$ cat config.mk
export PLATFORM = sky130hd
export DESIGN_NAME = sync_fifo_shrink
export DESIGN_NICKNAME = d
export VERILOG_FILES = /design/src/rtl/fifo_pkg.sv /design/src/rtl/ram_wr_wide_rd_narrow.sv /design/src/rtl/sync_fifo_shrink.sv
export SDC_FILE = /design/constraint.sdc
export NUM_CORES = 1
export LEC_CHECK = 0
export BUFFER_PORTS_ARGS = -buffer_cell sky130_fd_sc_hd__buf_2
export CORE_ASPECT_RATIO = 0.5
export CORE_MARGIN = 2
export CORE_UTILIZATION = 65
export DETAILED_ROUTE_END_ITERATION = 12
export GPL_ROUTABILITY_DRIVEN = 0
export PLACE_DENSITY = 0.84
export SETUP_SLACK_MARGIN = 0.02
export SYNTH_ARGS = -nofsm -noshare
export SYNTH_HDL_FRONTEND = slang
export SYNTH_SLANG_ARGS = --single-unit
$ cat constraint.sdc
create_clock -name clk -period 12 [get_ports clk]
set_clock_uncertainty 0.2 [all_clocks]
set_input_delay 1.2 -clock clk [delete_from_list [all_inputs] [get_ports clk]]
set_output_delay 1.2 -clock clk [all_outputs]
set_load 0.03 [all_outputs]
$ cat src/rtl/fifo_pkg.sv
// Shared helpers for the width-converting FIFOs: ceiling log2 and
// power-of-two test, usable in parameter and port-width expressions.
// Latency: n/a (constant functions only). Backpressure: n/a.
package fifo_pkg;

  // Smallest r with 2**r >= v; returns 0 for v <= 1.
  function automatic int clog2(input int v);
    int r;
    r = 0;
    while ((1 << r) < v) r++;
    return r;
  endfunction

  function automatic bit is_pow2(input int v);
    return (v > 0) && ((v & (v - 1)) == 0);
  endfunction

endpackage

$ cat src/rtl/ram_wr_wide_rd_narrow.sv
// Simple dual-port array: DWI-wide write port, registered DWO-wide slice read port.
// Latency: read data appears 1 cycle after re_i. Backpressure: none, caller gates we_i/re_i.
// Ports: clk, rstn (sync, clears read register only), we_i/waddr_i/wdata_i write port,
//        re_i/raddr_i/rsel_i read word and slice select, rdata_o registered slice.
module ram_wr_wide_rd_narrow #(
  parameter int AW  = 3,
  parameter int DWI = 16,
  parameter int DWO = 4,
  parameter int SBW = 2
) (
  input  logic           clk,
  input  logic           rstn,
  input  logic           we_i,
  input  logic [AW-1:0]  waddr_i,
  input  logic [DWI-1:0] wdata_i,
  input  logic           re_i,
  input  logic [AW-1:0]  raddr_i,
  input  logic [SBW-1:0] rsel_i,
  output logic [DWO-1:0] rdata_o
);

  logic [DWI-1:0] mem_q [2**AW];
  logic [DWO-1:0] rdata_q;

  // Storage is deliberately left unreset; only the output register is cleared.
  always_ff @(posedge clk) begin
    if (we_i) mem_q[waddr_i] <= wdata_i;
  end

  // Slice 0 is the least-significant DWO bits of the stored word.
  always_ff @(posedge clk) begin
    if (!rstn)     rdata_q <= '0;
    else if (re_i) rdata_q <= mem_q[raddr_i][DWO*rsel_i +: DWO];
  end

  assign rdata_o = rdata_q;

endmodule

$ cat src/rtl/sync_fifo_shrink.sv
// Single-clock FIFO, DWI-bit words in, DWO-bit slices out (LS slice first).
// Latency: write readable next cycle; rdata/rvalid 1 cycle after accepted read.
// Backpressure: writes dropped while wfull, reads ignored while rempty.
// Ports: clk, rstn (sync active-low), winc/wdata write side, rinc/rdata/rvalid read side,
//        wfull, rempty, prog_empty (rcount <= PROG_DEPTH), rcount (unread narrow slices).
module sync_fifo_shrink
  import fifo_pkg::*;
#(
  parameter  int AWI        = 3,
  parameter  int DWI        = 16,
  parameter  int DWO        = 4,
  parameter  int PROG_DEPTH = 4,
  localparam int RATIO      = DWI / DWO,
  localparam int SB         = clog2(RATIO),
  localparam int AWO        = AWI + SB
) (
  input  logic           clk,
  input  logic           rstn,
  input  logic           winc,
  input  logic [DWI-1:0] wdata,
  input  logic           rinc,
  output logic [DWO-1:0] rdata,
  output logic           rvalid,
  output logic           wfull,
  output logic           rempty,
  output logic           prog_empty,
  output logic [AWO:0]   rcount
);

  if (DWI % DWO != 0) begin : g_err_multiple
    $error("sync_fifo_shrink: DWI must be a multiple of DWO");
  end
  if (!is_pow2(RATIO)) begin : g_err_pow2
    $error("sync_fifo_shrink: DWI/DWO must be a power of two");
  end

  localparam int            SBW      = (SB == 0) ? 1 : SB;
  localparam logic [AWI:0]  DEPTH_W  = {1'b1, {AWI{1'b0}}};
  localparam logic [AWI:0]  W_ONE    = {{AWI{1'b0}}, 1'b1};
  localparam logic [AWO:0]  R_ONE    = {{AWO{1'b0}}, 1'b1};

  logic [AWI:0]   wptr_q, wptr_d;
  logic [AWO:0]   rptr_q, rptr_d;
  logic           rvalid_q, rvalid_d;
  logic [AWI:0]   occupied;
  logic           wr_acc, rd_acc;
  logic [SBW-1:0] rsel;

  // Wide write pointer scaled to slice units; wrap flags line up after the shift.
  assign rcount     = ((AWO+1)'(wptr_q) << SB) - rptr_q;
  // A partially drained entry still counts: compare against the read word index.
  assign occupied   = wptr_q - rptr_q[AWO:SB];
  assign wfull      = (occupied == DEPTH_W);
  assign rempty     = (rcount == '0);
  assign prog_empty = (rcount <= (AWO+1)'(PROG_DEPTH));

  assign wr_acc = winc && !wfull;
  assign rd_acc = rinc && !rempty;

  always_comb begin
    wptr_d   = wptr_q;
    rptr_d   = rptr_q;
    rvalid_d = rd_acc;
    if (wr_acc) wptr_d = wptr_q + W_ONE;
    if (rd_acc) rptr_d = rptr_q + R_ONE;
  end

  always_ff @(posedge clk) begin
    if (!rstn) begin
      wptr_q   <= '0;
      rptr_q   <= '0;
      rvalid_q <= 1'b0;
    end else begin
      wptr_q   <= wptr_d;
      rptr_q   <= rptr_d;
      rvalid_q <= rvalid_d;
    end
  end

  if (SB == 0) begin : g_sel_none
    assign rsel = '0;
  end else begin : g_sel
    assign rsel = rptr_q[SBW-1:0];
  end

  ram_wr_wide_rd_narrow #(
    .AW  (AWI),
    .DWI (DWI),
    .DWO (DWO),
    .SBW (SBW)
  ) u_ram (
    .clk     (clk),
    .rstn    (rstn),
    .we_i    (wr_acc && rstn),
    .waddr_i (wptr_q[AWI-1:0]),
    .wdata_i (wdata),
    .re_i    (rd_acc),
    .raddr_i (rptr_q[AWO-1:SB]),
    .rsel_i  (rsel),
    .rdata_o (rdata)
  );

  assign rvalid = rvalid_q;

endmodule

# Word level (Yosys, flattened, before mapping)
# Memories as Yosys holds them, arrays and structs flattened. A register that Yosys moved wholly into a read port is not among the register bits.
# Index checks and enable logic that the tools add are counted.
dict set report op_classes {
  n_addsub 4
  magnitude_cmp 1
  n_eq_ne 1
  shifts 1
  mux 4
  reduce_logical 6
}
# op n
set ops {}
lappend ops {{$shiftx A16 B5 Y4} 1}
lappend ops {{$add A6 B1 Y6 const B} 1}
lappend ops {{$le A6 B3 Y1 const B} 1}
lappend ops {{$logic_not A6 Y1} 1}
lappend ops {{$mux W3} 2}
lappend ops {{$sub A6 B6 Y6} 1}
lappend ops {{$add A4 B1 Y4 const B} 1}
lappend ops {{$eq A4 B4 Y1 const B} 1}
lappend ops {{$sub A4 B4 Y4} 1}
lappend ops {{$logic_and A1 B1 Y1} 3}
lappend ops {{$logic_not A1 Y1} 2}
lappend ops {{$mux W1} 2}
dict set report totals {
  reg_bits 15
  ramBits 128
  in_bits 20
  output_inout_bits 14
  elab_cells 22
  memories 1
}
# name depth word_bits read_ports rd_ports_with_merged_regs wr line
set memory_table {}
lappend memory_table {u_ram.mem_q 8 16 1 1 1 ram_wr_wide_rd_narrow.sv:22} ;# logic [DWI-1:0] mem_q [2**AW];

# Logic depth before layout (Yosys ltp)
# Gate-level depths: netlist (run 1).
dict set report logic_depth {
  ltp_word 7
  mapped_depth 10
  depth_no_buf 8
}

# Modules after synthesis
# Synthesis (run 1) repeated with hierarchy kept, for this count alone.
dict set report unflattened {
  cells_unflattened 385
  hier_area_um2 5972.0
}
# module instances cells_per_inst area_per_inst_um2 seq_area_each_um2
set by_module_without_submodules {}
lappend by_module_without_submodules {ram_wr_wide_rd_narrow 1 291 5192.5 3923.8}
lappend by_module_without_submodules {sync_fifo_shrink 1 94 779.5 220.2}

# Worst setup path after synthesis (run 1)
# Ideal clock, no wire load.
dict set report synth_timing {
  path_kind {reg-to-output}
  startpoint {reg rptr_q[2]}
  endpoint {out prog_empty}
  t_arrival_ns 3.202
  required_ns 10.600
  path_slack_ns 7.398
  stages_incl_launch_ff 7
  path_buffers 0
  path_cell_list {dfxtp_1 > inv_1 > ha_1 > or3b_1 > a22oi_2 > xor2_2 > a2111oi_0}
}
dict set report synth_via {
  elab_chain_cells 2
}
# item line
set synth_rtl {}
lappend synth_rtl {{from (decl)} sync_fifo_shrink.sv:43} ;# logic [AWO:0] rptr_q, rptr_d;
lappend synth_rtl {{from (signal assigned)} sync_fifo_shrink.sv:75} ;# rptr_q <= rptr_d;
lappend synth_rtl {{$sub A6 B6 Y6} sync_fifo_shrink.sv:50} ;# assign rcount = ((AWO+1)'(wptr_q) << SB) - rptr_q;
lappend synth_rtl {{via rcount[5]} sync_fifo_shrink.sv:27} ;# output logic [AWO:0] rcount
lappend synth_rtl {{$le A6 B3 Y1} sync_fifo_shrink.sv:55} ;# assign prog_empty = (rcount <= (AWO+1)'(PROG_DEPTH));
lappend synth_rtl {{to (decl)} sync_fifo_shrink.sv:26} ;# output logic prog_empty,
# The timed path passes the listed nets, and every way through them passes these cells.

# Worst setup path after layout (run 1)
dict set report layout_timing {
  startpoint {reg rptr_q[2]}
  endpoint {out rempty}
}
dict set report layout_via {
  elab_chain_cells 2
}
# item line
set layout_rtl {}
lappend layout_rtl {{$sub A6 B6 Y6} sync_fifo_shrink.sv:50}
lappend layout_rtl {{$logic_not A6 Y1} sync_fifo_shrink.sv:54} ;# assign rempty = (rcount == '0);
lappend layout_rtl {{to (decl)} sync_fifo_shrink.sv:25} ;# output logic rempty,
# Every way passes these cells.

==> qor.csv, run 1 <==
metric;value;unit
status;completed;
tightest_slew;1.04;ns
synth_area_leaders;edfxtp_1, mux4_2, dfxtp_1;
final-hold-violation-count;0;
whs_path_depth;2;
synth_edf_count;128;
cts_hold_repair.buffers;0;
ir_drop;0.168;mV
rows;24;
power_frac_clock;0.420;
post_synth.cell_area_avg;17.4;µm²
ys.flop_type;edfxtp_1;
final_cell_mix;edfxtp_1, buf_2, mux4_2;
wl_met3;1.53;mm
cap_violations;0;
yosysWarningCount;0;
critPathArrivalTime;2.95;ns
wirelength;13.8;mm
clock_path_buffers;2;
dp_hpwl;7.52;mm
hold_class;register to register;
via_per_inst;6.71;
fin_nets;414;
drt-met1-wl;5.16;mm
power.switching;0.334;mW
drc_errors;0;
layout_min_cycle_time;4.35;ns
grt_max_degree;36;
seq_area;4210;µm²
drt_iter0_drc;352;
reg2reg_depth;7;
yosysTopAreaCell;edfxtp_1;
multiInputGateArea;1700;µm²
dpl_worst_slack;8.14;ns
setup_tns;0;ns
cts_tree;yes;
start_util;0.677;
grt_overflow_total;0;
worst-setup-path-type;register to output pin;
diodes;0;
setup_viol;0;
syn_area;5980;µm²
maxSlewViolCount;0;
fillers;465;
ant_nets;0;
io_pins;34;
vias;3455;
swShare;0.256;
p_int;0.972;mW
holdWs;0.290;ns
ys_seq_elements;146;
cts_max_level;4;
rsz0062_at_grt;false;
crit_fanout;11;
grt_pass1_vias;3476;
synth_cells;343;
synth_nets;371;
routed.top_layer;met4;
clock_sinks;146;
fmax;0.230;GHz
ys_seq_area_frac;0.703;
ys_types;45;
synth_top_area_share;0.643;
wl_per_cell;26.9;µm
io_buffers;33;
antenna_found_initial;0;
seqPwrFrac;0.448;
cp-end-kind;output pin;
wl_met2;6.71;mm
layout-drive-gt1-share;0.291;
max-slew-margin-rel;0.307;
power_density;188;nW/µm²
final_common_cell;edfxtp_1;
grt_use_total;0.300;
grt_pass1_wl;20.9;mm
cts_setup_buffers;0;
drt-pass1-iter-count;7;
areaGrowthSynthToFinish;16.2;%
die_y;71.8;µm
numCtsBuffers;17;
fp.dieW;140;µm
setup_ws;7.65;ns
finalCritPeriodShare;0.362;
cts_resized;0;
clk_latency;0.43;ns
timing.critical_path.required;10.60;ns
cts-root-buf;clkbuf_16;
synthArstFlopShare;0;
cellLeakagePower;2.32;nW
clk_pin_slew_worst_paths;0.06;ns
dieArea;10000;µm²
comb_power_share;0.131;
startpoint_type;register;
coreArea;8830;µm²
## registers in the layout, indices dropped and copies added, names as in the netlist, named ones only
| name | cells |
|---|---|
| u_ram.mem_q | 128 |
| rptr_q | 6 |
| u_ram.rdata_o | 4 |
| rvalid | 1 |
| wptr_q | 4 |
## synth_stat cells, types with 4 or more instances
cell type	instances
a21boi_1	4
a221oi_1	6
buf_2	6
clkbuf_1	9
dfxtp_1	18
edfxtp_1	128
ha_1	8
inv_1	12
mux2i_1	14
mux4_2	29
nand2_1	22
nand2b_1	5
nand3_1	6
nor3_1	10
o21ai_0	10
or3_1	5
xnor2_1	5
## metal layers
metal	global-route usage	vias to the layer above
met5	0	-
met4	0.150	0
met3	0.0889	36
met2	0.479	240
met1	0.390	1722
li1	-	1457
## critical path, stage by stage, from the launching register on
cell and delay, ns:
dfxtp_1 0.40, inv_1 0.13, ha_1 0.43, or3b_1 0.42, a22oi_2 0.26, xor2_2 0.12
nor4_1 0.30, buf_4 0.24, buf_2 0.22
## layout make-up
type                            count  share of cell area
Clock buffer                       17              0.0612
Clock inverter                     14              0.0270
Tap cell                          117              0.0211
Timing Repair Buffer               42              0.0335
Inverter                           12             0.00648
Sequential cell                   146               0.605
Multi-Input combinational cell    167               0.245
## kinds of logic after synthesis
family / Yosys count / synth area share
AOI/OAI and AO/OA: 37 / 0.0467
xor gates and xnor gates: 7 / 0.0115
adders and majority gates: 8 / 0.0167
buffers and inverters: 30 / 0.0220
muxes: 44 / 0.135
DFF: 146 / 0.703
and+or+nand+nor: 71 / 0.0655
## stage by stage
stage                     area (µm²)  instances   util  total power [mW]
after CTS                       6950        515  0.787              1.31
final                           6950        515  0.787              1.31
after global placement          6330        484  0.717             0.749
after global routing            6950        515  0.787              1.34
after floorplan                 5980        343      -             0.706
after detailed placement        6330        484  0.717             0.760
## worst paths after layout
check | start | slack, ns | endpoint
hold / removal | rptr_q[5] | 0.29 | rptr_q[5]
setup / recovery | rptr_q[2] | 7.65 | rempty
setup reg to reg | wptr_q[1] | 8.68 | u_ram.mem_q[2][5]
hold reg to reg | rptr_q[5] | 0.29 | rptr_q[5]
## power groups by stage
| stage | clock (mW) | sequential (mW) | combinational (mW) |
|---|---|---|---|
| final | 0.549 | 0.586 | 0.172 |
| after floorplan | 0 | 0.594 | 0.112 |
| after CTS | 0.551 | 0.585 | 0.169 |
| after global routing | 0.575 | 0.587 | 0.183 |
| after detailed placement | 0 | 0.595 | 0.165 |
| after global placement | 0 | 0.593 | 0.156 |
No activity file was read; power rests on OpenSTA's default activity.
==> run 2: changes to the inputs <==
--- a/config.mk
+++ b/config.mk
@@ -5,13 +5,14 @@
 export SDC_FILE = /design/constraint.sdc
 export NUM_CORES = 1
 export LEC_CHECK = 0
+export ABC_AREA = 1
 export BUFFER_PORTS_ARGS = -buffer_cell sky130_fd_sc_hd__buf_2
 export CORE_ASPECT_RATIO = 0.5
 export CORE_MARGIN = 2
-export CORE_UTILIZATION = 65
+export CORE_UTILIZATION = 55
 export DETAILED_ROUTE_END_ITERATION = 12
 export GPL_ROUTABILITY_DRIVEN = 0
-export PLACE_DENSITY = 0.84
+export PLACE_DENSITY = 0.76
 export SETUP_SLACK_MARGIN = 0.02
 export SYNTH_ARGS = -nofsm -noshare
 export SYNTH_HDL_FRONTEND = slang
==> constraint.sdc (replaced) <==
create_clock -name clk -period 3.82 [get_ports clk]
set_clock_uncertainty 0.2 [all_clocks]
set_input_delay 0.382 -clock clk [delete_from_list [all_inputs] [get_ports clk]]
set_output_delay 0.382 -clock clk [all_outputs]
set_load 0.03 [all_outputs]
==> run 2 against run 1 <==
Sequential share of layout area down 4.5 points. Combinational power increased to 2.6 times the previous value. Final cell count rose by 76%. Final area rose by 8.0%. Clock power increased to 2.9 times the previous value. Worst hold slack got worse by 0.24 ns. Non-clock buffer count rose by 3. Synthesized area rose by 10%. Highest routed layer unchanged.
==> qor.csv, run 2 <==
metric;value;unit
synth_top_area_share;0.583;
clk_pin_slew_worst_paths;0.06;ns
cap_violations;0;
cp_slowest_cell;inv_1;
wl_per_cell;16.2;µm
start_util;0.560;
cts_max_level;4;
vias;4772;
dieArea;12900;µm²
drt_iter0_drc;486;
grt_use_total;0.237;
cts_tree;yes;
layout-drive-gt1-share;0.129;
synthArstFlopShare;0;
ys_seq_area_frac;0.637;
top_regs;u_ram.mem_q x128, rptr_q x6;
power_density;508;nW/µm²
top_register;u_ram.mem_q;
fmax;0.335;GHz
synth_edf_count;128;
p_int;2.80;mW
tightest_slew;1.12;ns
wirelength;14.7;mm
setup_viol;0;
io_pins;34;
areaGrowthSynthToFinish;13.8;%
cellLeakagePower;3.29;nW
cts-root-buf;clkbuf_16;
critPathArrivalTime;2.41;ns
holdWs;0.0526;ns
clock_sinks;146;
drc_errors;0;
diodes;0;
ys.flop_type;edfxtp_1;
setup_tns;0;ns
finalCritPeriodShare;0.783;
final-hold-violation-count;0;
drt-pass1-iter-count;5;
largest_reg_flops;128;
yosys-top-cells-count;nand2_1, edfxtp_1, inv_1;
rows;28;
ir_drop;0.307;mV
yosysWarningCount;0;
grt_pass1_wl;23.2;mm
final_common_cell;nand2_1;
grt_overflow_total;0;
max-slew-margin-rel;0.255;
synth_most_common_cell;nand2_1;
ys_types;24;
cp-end-kind;output pin;
cpPeakStageDelay;0.38;ns
hold_class;input pin to register;
startpoint_type;register;
clock_path_buffers;2;
comb_power_share;0.117;
final_cell_mix;nand2_1, edfxtp_1, inv_1;
yosysTopAreaCell;edfxtp_1;
power.switching;1.01;mW
rsz0062_at_grt;false;
syn_area;6600;µm²
grt_max_degree;65;
worst-setup-path-type;register to output pin;
ys_seq_elements;146;
synth_cells;695;
antenna_found_initial;0;
numCtsBuffers;17;
maxSlewViolCount;0;
timing.critical_path.required;3.24;ns
power_frac_clock;0.412;
fin_nets;758;
crit_family;buffers and inverters;
crit_fanout;14;
ant_nets;0;
swShare;0.265;
cts_hold_repair.buffers;0;
clk_latency;0.42;ns
fp.dieW;159;µm
dp_hpwl;9.25;mm
io_buffers;33;
via_per_inst;5.26;
layout_min_cycle_time;2.99;ns
r2r_slack;1.05;ns
coreArea;11800;µm²
synth_area_leaders;edfxtp_1, nand2_1, nand3_1;
seqPwrFrac;0.471;
synth_nets;723;
cts_setup_buffers;0;
cp_cell_sequence;buf_4, inv_1, ha_1, nand2_1, nand2_1, nand2_1, nand2_2, inv_1, nor4_1, buf_2;
path_buf_inv;4;
die_y;81.4;µm
grt_pass1_vias;4678;
crit_top_cell;nand2_1;
status;completed;
cts_resized;0;
post_synth.cell_area_avg;9.49;µm²
## run 2: cell types whose count changed after synthesis, moves of 5 or more
cell,delta
buf_2,+7
nand3_1,+95
mux4_2,-29
or3_1,-5
a21oi_1,+8
nand2b_1,-5
o21ai_0,-5
nand2_1,+211
mux2i_1,-14
nor2_1,+26
inv_1,+99
a221oi_1,-6
nand2_2,+6
## run 2: routing by layer
metal | track usage | up-vias | share of wire
met5 | 0 | - | 0
met4 | 0.0955 | 0 | 0.023
met3 | 0.0551 | 33 | 0.064
met2 | 0.410 | 186 | 0.49
met1 | 0.300 | 2257 | 0.43
li1 | - | 2296 | -
## run 2: per-stage QoR
stage	worst slack, ns	total power, mW	cells	util	cell area, µm²
after floorplan	0.666	2.14	695	-	6600
after CTS	0.841	3.83	908	0.637	7500
final	0.830	3.82	908	0.637	7500
after global placement	1.18	2.26	876	0.590	6950
after global routing	0.664	3.95	908	0.637	7500
after detailed placement	1.08	2.27	876	0.590	6950
## run 2: logic make-up after synthesis
group	after synthesis	synth area share
compound gates	16	0.0121
xor+xnor	4	0.00531
fa+ha+maj	8	0.0152
buf+inv	141	0.0861
flops	146	0.637
simple gates	380	0.244
## run 2: power groups by stage
stage / clock network (mW) / logic [mW] / registers (mW)
global route: 1.66 / 0.492 / 1.80
finish: 1.57 / 0.446 / 1.80
CTS: 1.59 / 0.444 / 1.80
global placement: 0 / 0.432 / 1.83
detailed placement: 0 / 0.441 / 1.83
floorplan: 0 / 0.299 / 1.85
## run 2: layout make-up
| class | count | area [µm²] |
|---|---|---|
| sequential | 146 | 4210 |
| tap | 165 | 206 |
| fill | 925 | 4270 |
| clock inverter | 14 | 128 |
| multi-input combinational | 408 | 1860 |
| inverter | 112 | 420 |
| timing repair buffer | 45 | 255 |
| clock buffer | 18 | 429 |
## run 2: final timing paths
check                        start            endpoint  cells past startpoint
hold / removal           wdata[11]  u_ram.mem_q[3][11]                      1
hold reg to reg   u_ram.rdata_o[1]    u_ram.rdata_o[1]                      4
setup reg to reg         wptr_q[0]   u_ram.mem_q[2][6]                     10
setup / recovery         rptr_q[0]          prog_empty                     10
==> run 3: changes to the inputs <==
==> constraint.sdc (replaced) <==
create_clock -name clk -period 2.7 [get_ports clk]
set_clock_uncertainty 0.2 [all_clocks]
set_input_delay 0.27 -clock clk [delete_from_list [all_inputs] [get_ports clk]]
set_output_delay 0.27 -clock clk [all_outputs]
set_load 0.03 [all_outputs]
==> run 3 against run 2 <==
Clock power increased by 48%. Register-to-register slack got worse by 0.82 ns. Largest power group unchanged. Combinational power grew 66%. Core utilization rose by 3.9 points. Critical endpoint unchanged. Via count is 3.0% higher. Wire length is 4.7% higher.
==> qor.csv, run 3 (synthesis gave the netlist of run 2 again) <==
metric;value;unit
seqPwrFrac;0.453;
tightest_slew;1.06;ns
ir_drop;0.365;mV
grt_pass1_vias;4730;
max-slew-margin-rel;0.295;
crit_family;simple AND/OR/NAND/NOR gates;
cpPeakStageDelay;0.33;ns
cellLeakagePower;3.46;nW
startpoint_type;register;
final-hold-violation-count;0;
cts_tree;yes;
drt-pass1-iter-count;5;
swShare;0.265;
cap_violations;0;
wl_per_cell;16.5;µm
finalCritPeriodShare;0.936;
crit-reg2reg-launch;rptr_q[4];
clk_pin_slew_worst_paths;0.06;ns
hold_class;input pin to register;
path_buf_inv;3;
setup_viol;0;
top_register;u_ram.mem_q;
dp_hpwl;9.72;mm
crit_start;rptr_q[4];
rows;28;
critPathArrivalTime;2.06;ns
drc_errors;0;
final_common_cell;nand2_1;
dieArea;12900;µm²
via_per_inst;5.25;
ant_nets;0;
wirelength;15.4;mm
fillers;861;
rsz0062_at_grt;false;
top_regs;u_ram.mem_q x128, rptr_q x6;
dpl_worst_slack;0.106;ns
comb_power_share;0.132;
io_buffers;33;
min_from;wdata[14];
diodes;0;
largest_reg_flops;128;
start_util;0.560;
layout_min_cycle_time;2.53;ns
status;completed;
numCtsBuffers;17;
fp.dieW;159;µm
timing.critical_path.required;2.23;ns
grt_pass1_wl;24.2;mm
setup_ws;0.172;ns
clock_sinks;146;
clock_path_buffers;2;
cp-end-kind;output pin;
grt_overflow_total;0;
fin_nets;786;
worst-setup-path-type;register to output pin;
io_pins;34;
power.switching;1.49;mW
final_cell_mix;nand2_1, edfxtp_1, inv_1;
cp_cell_sequence;inv_1, ha_4, nand2_2, nor2_4, nor2_2, nand2_1, nand2_1, nand2_2, inv_2, nor4_4, buf_4;
p_int;4.12;mW
drt_iter0_drc;465;
maxSlewViolCount;0;
cts_max_level;4;
antenna_found_initial;0;
power_density;705;nW/µm²
die_y;81.4;µm
grt_max_degree;34;
coreArea;11800;µm²
fmax;0.396;GHz
clk_latency;0.42;ns
cp_slowest_cell;dfxtp_2;
layout-drive-gt1-share;0.160;
vias;4915;
areaGrowthSynthToFinish;20.7;%
power_frac_clock;0.415;
cts-root-buf;clkbuf_16;
crit_fanout;4;
dp.cells;886;
grt_use_total;0.252;
stdcell_count;936;
run 3: power by group through the flow:
stage / registers (mW) / clock network [mW] / logic [mW]
after floorplan: 2.61 / 0 / 0.428
after global placement: 2.58 / 0 / 0.649
after detailed placement: 2.59 / 0 / 0.661
after CTS: 2.54 / 2.35 / 0.691
after global routing: 2.54 / 2.46 / 0.804
final: 2.54 / 2.33 / 0.741
run 3: per-stage QoR:
step           total power [mW]   util  TNS (ns)  instance area (µm²)  hold slack, ns
2_1_floorplan              3.04      -    -43.60                 6600           0.169
5_1_grt                    5.81  0.676         0                 7960         0.00473
6_report                   5.61  0.676         0                 7960          0.0202
4_1_cts                    5.58  0.668         0                 7870         0.00750
3_3_place_gp               3.23  0.603         0                 7100           0.302
3_5_place_dp               3.25  0.603         0                 7100           0.314
run 3: layout make-up:
cell class / count / area [µm²] / share of cell area
well taps: 165 / 206 / 0.0259
repair buffers: 73 / 596 / 0.0748
multi-input cells: 408 / 1940 / 0.244
clock buffers: 18 / 429 / 0.0539
flip-flops and latches: 146 / 4210 / 0.529
inverters: 112 / 420 / 0.0528
clock inverters: 14 / 155 / 0.0195
run 3: what timing repair did:
action                                 CTS  global route
setup endpoints to repair                2           131
resized for setup                        2            26
setup buffers                            0             1
pin swaps                                0             7
endpoints found under the hold margin  126             0
gates cloned                             0             0
hold buffers                            17             0
run 3: final timing paths:
check        depth (start not counted)                  to  slack [ns]
min                                  1  u_ram.mem_q[6][14]        0.02
min reg2reg                          2           rptr_q[3]        0.30
max                                 11          prog_empty        0.17
max reg2reg                         11  u_ram.mem_q[2][12]        0.23
run 3: routing by layer:
| metal | up-vias | global-route usage | part of all wire |
|---|---|---|---|
| met5 | - | 0 | 0 |
| met4 | 0 | 0.115 | 0.024 |
| met3 | 37 | 0.0657 | 0.088 |
| met2 | 244 | 0.436 | 0.49 |
| met1 | 2277 | 0.309 | 0.40 |
| li1 | 2357 | - | - |
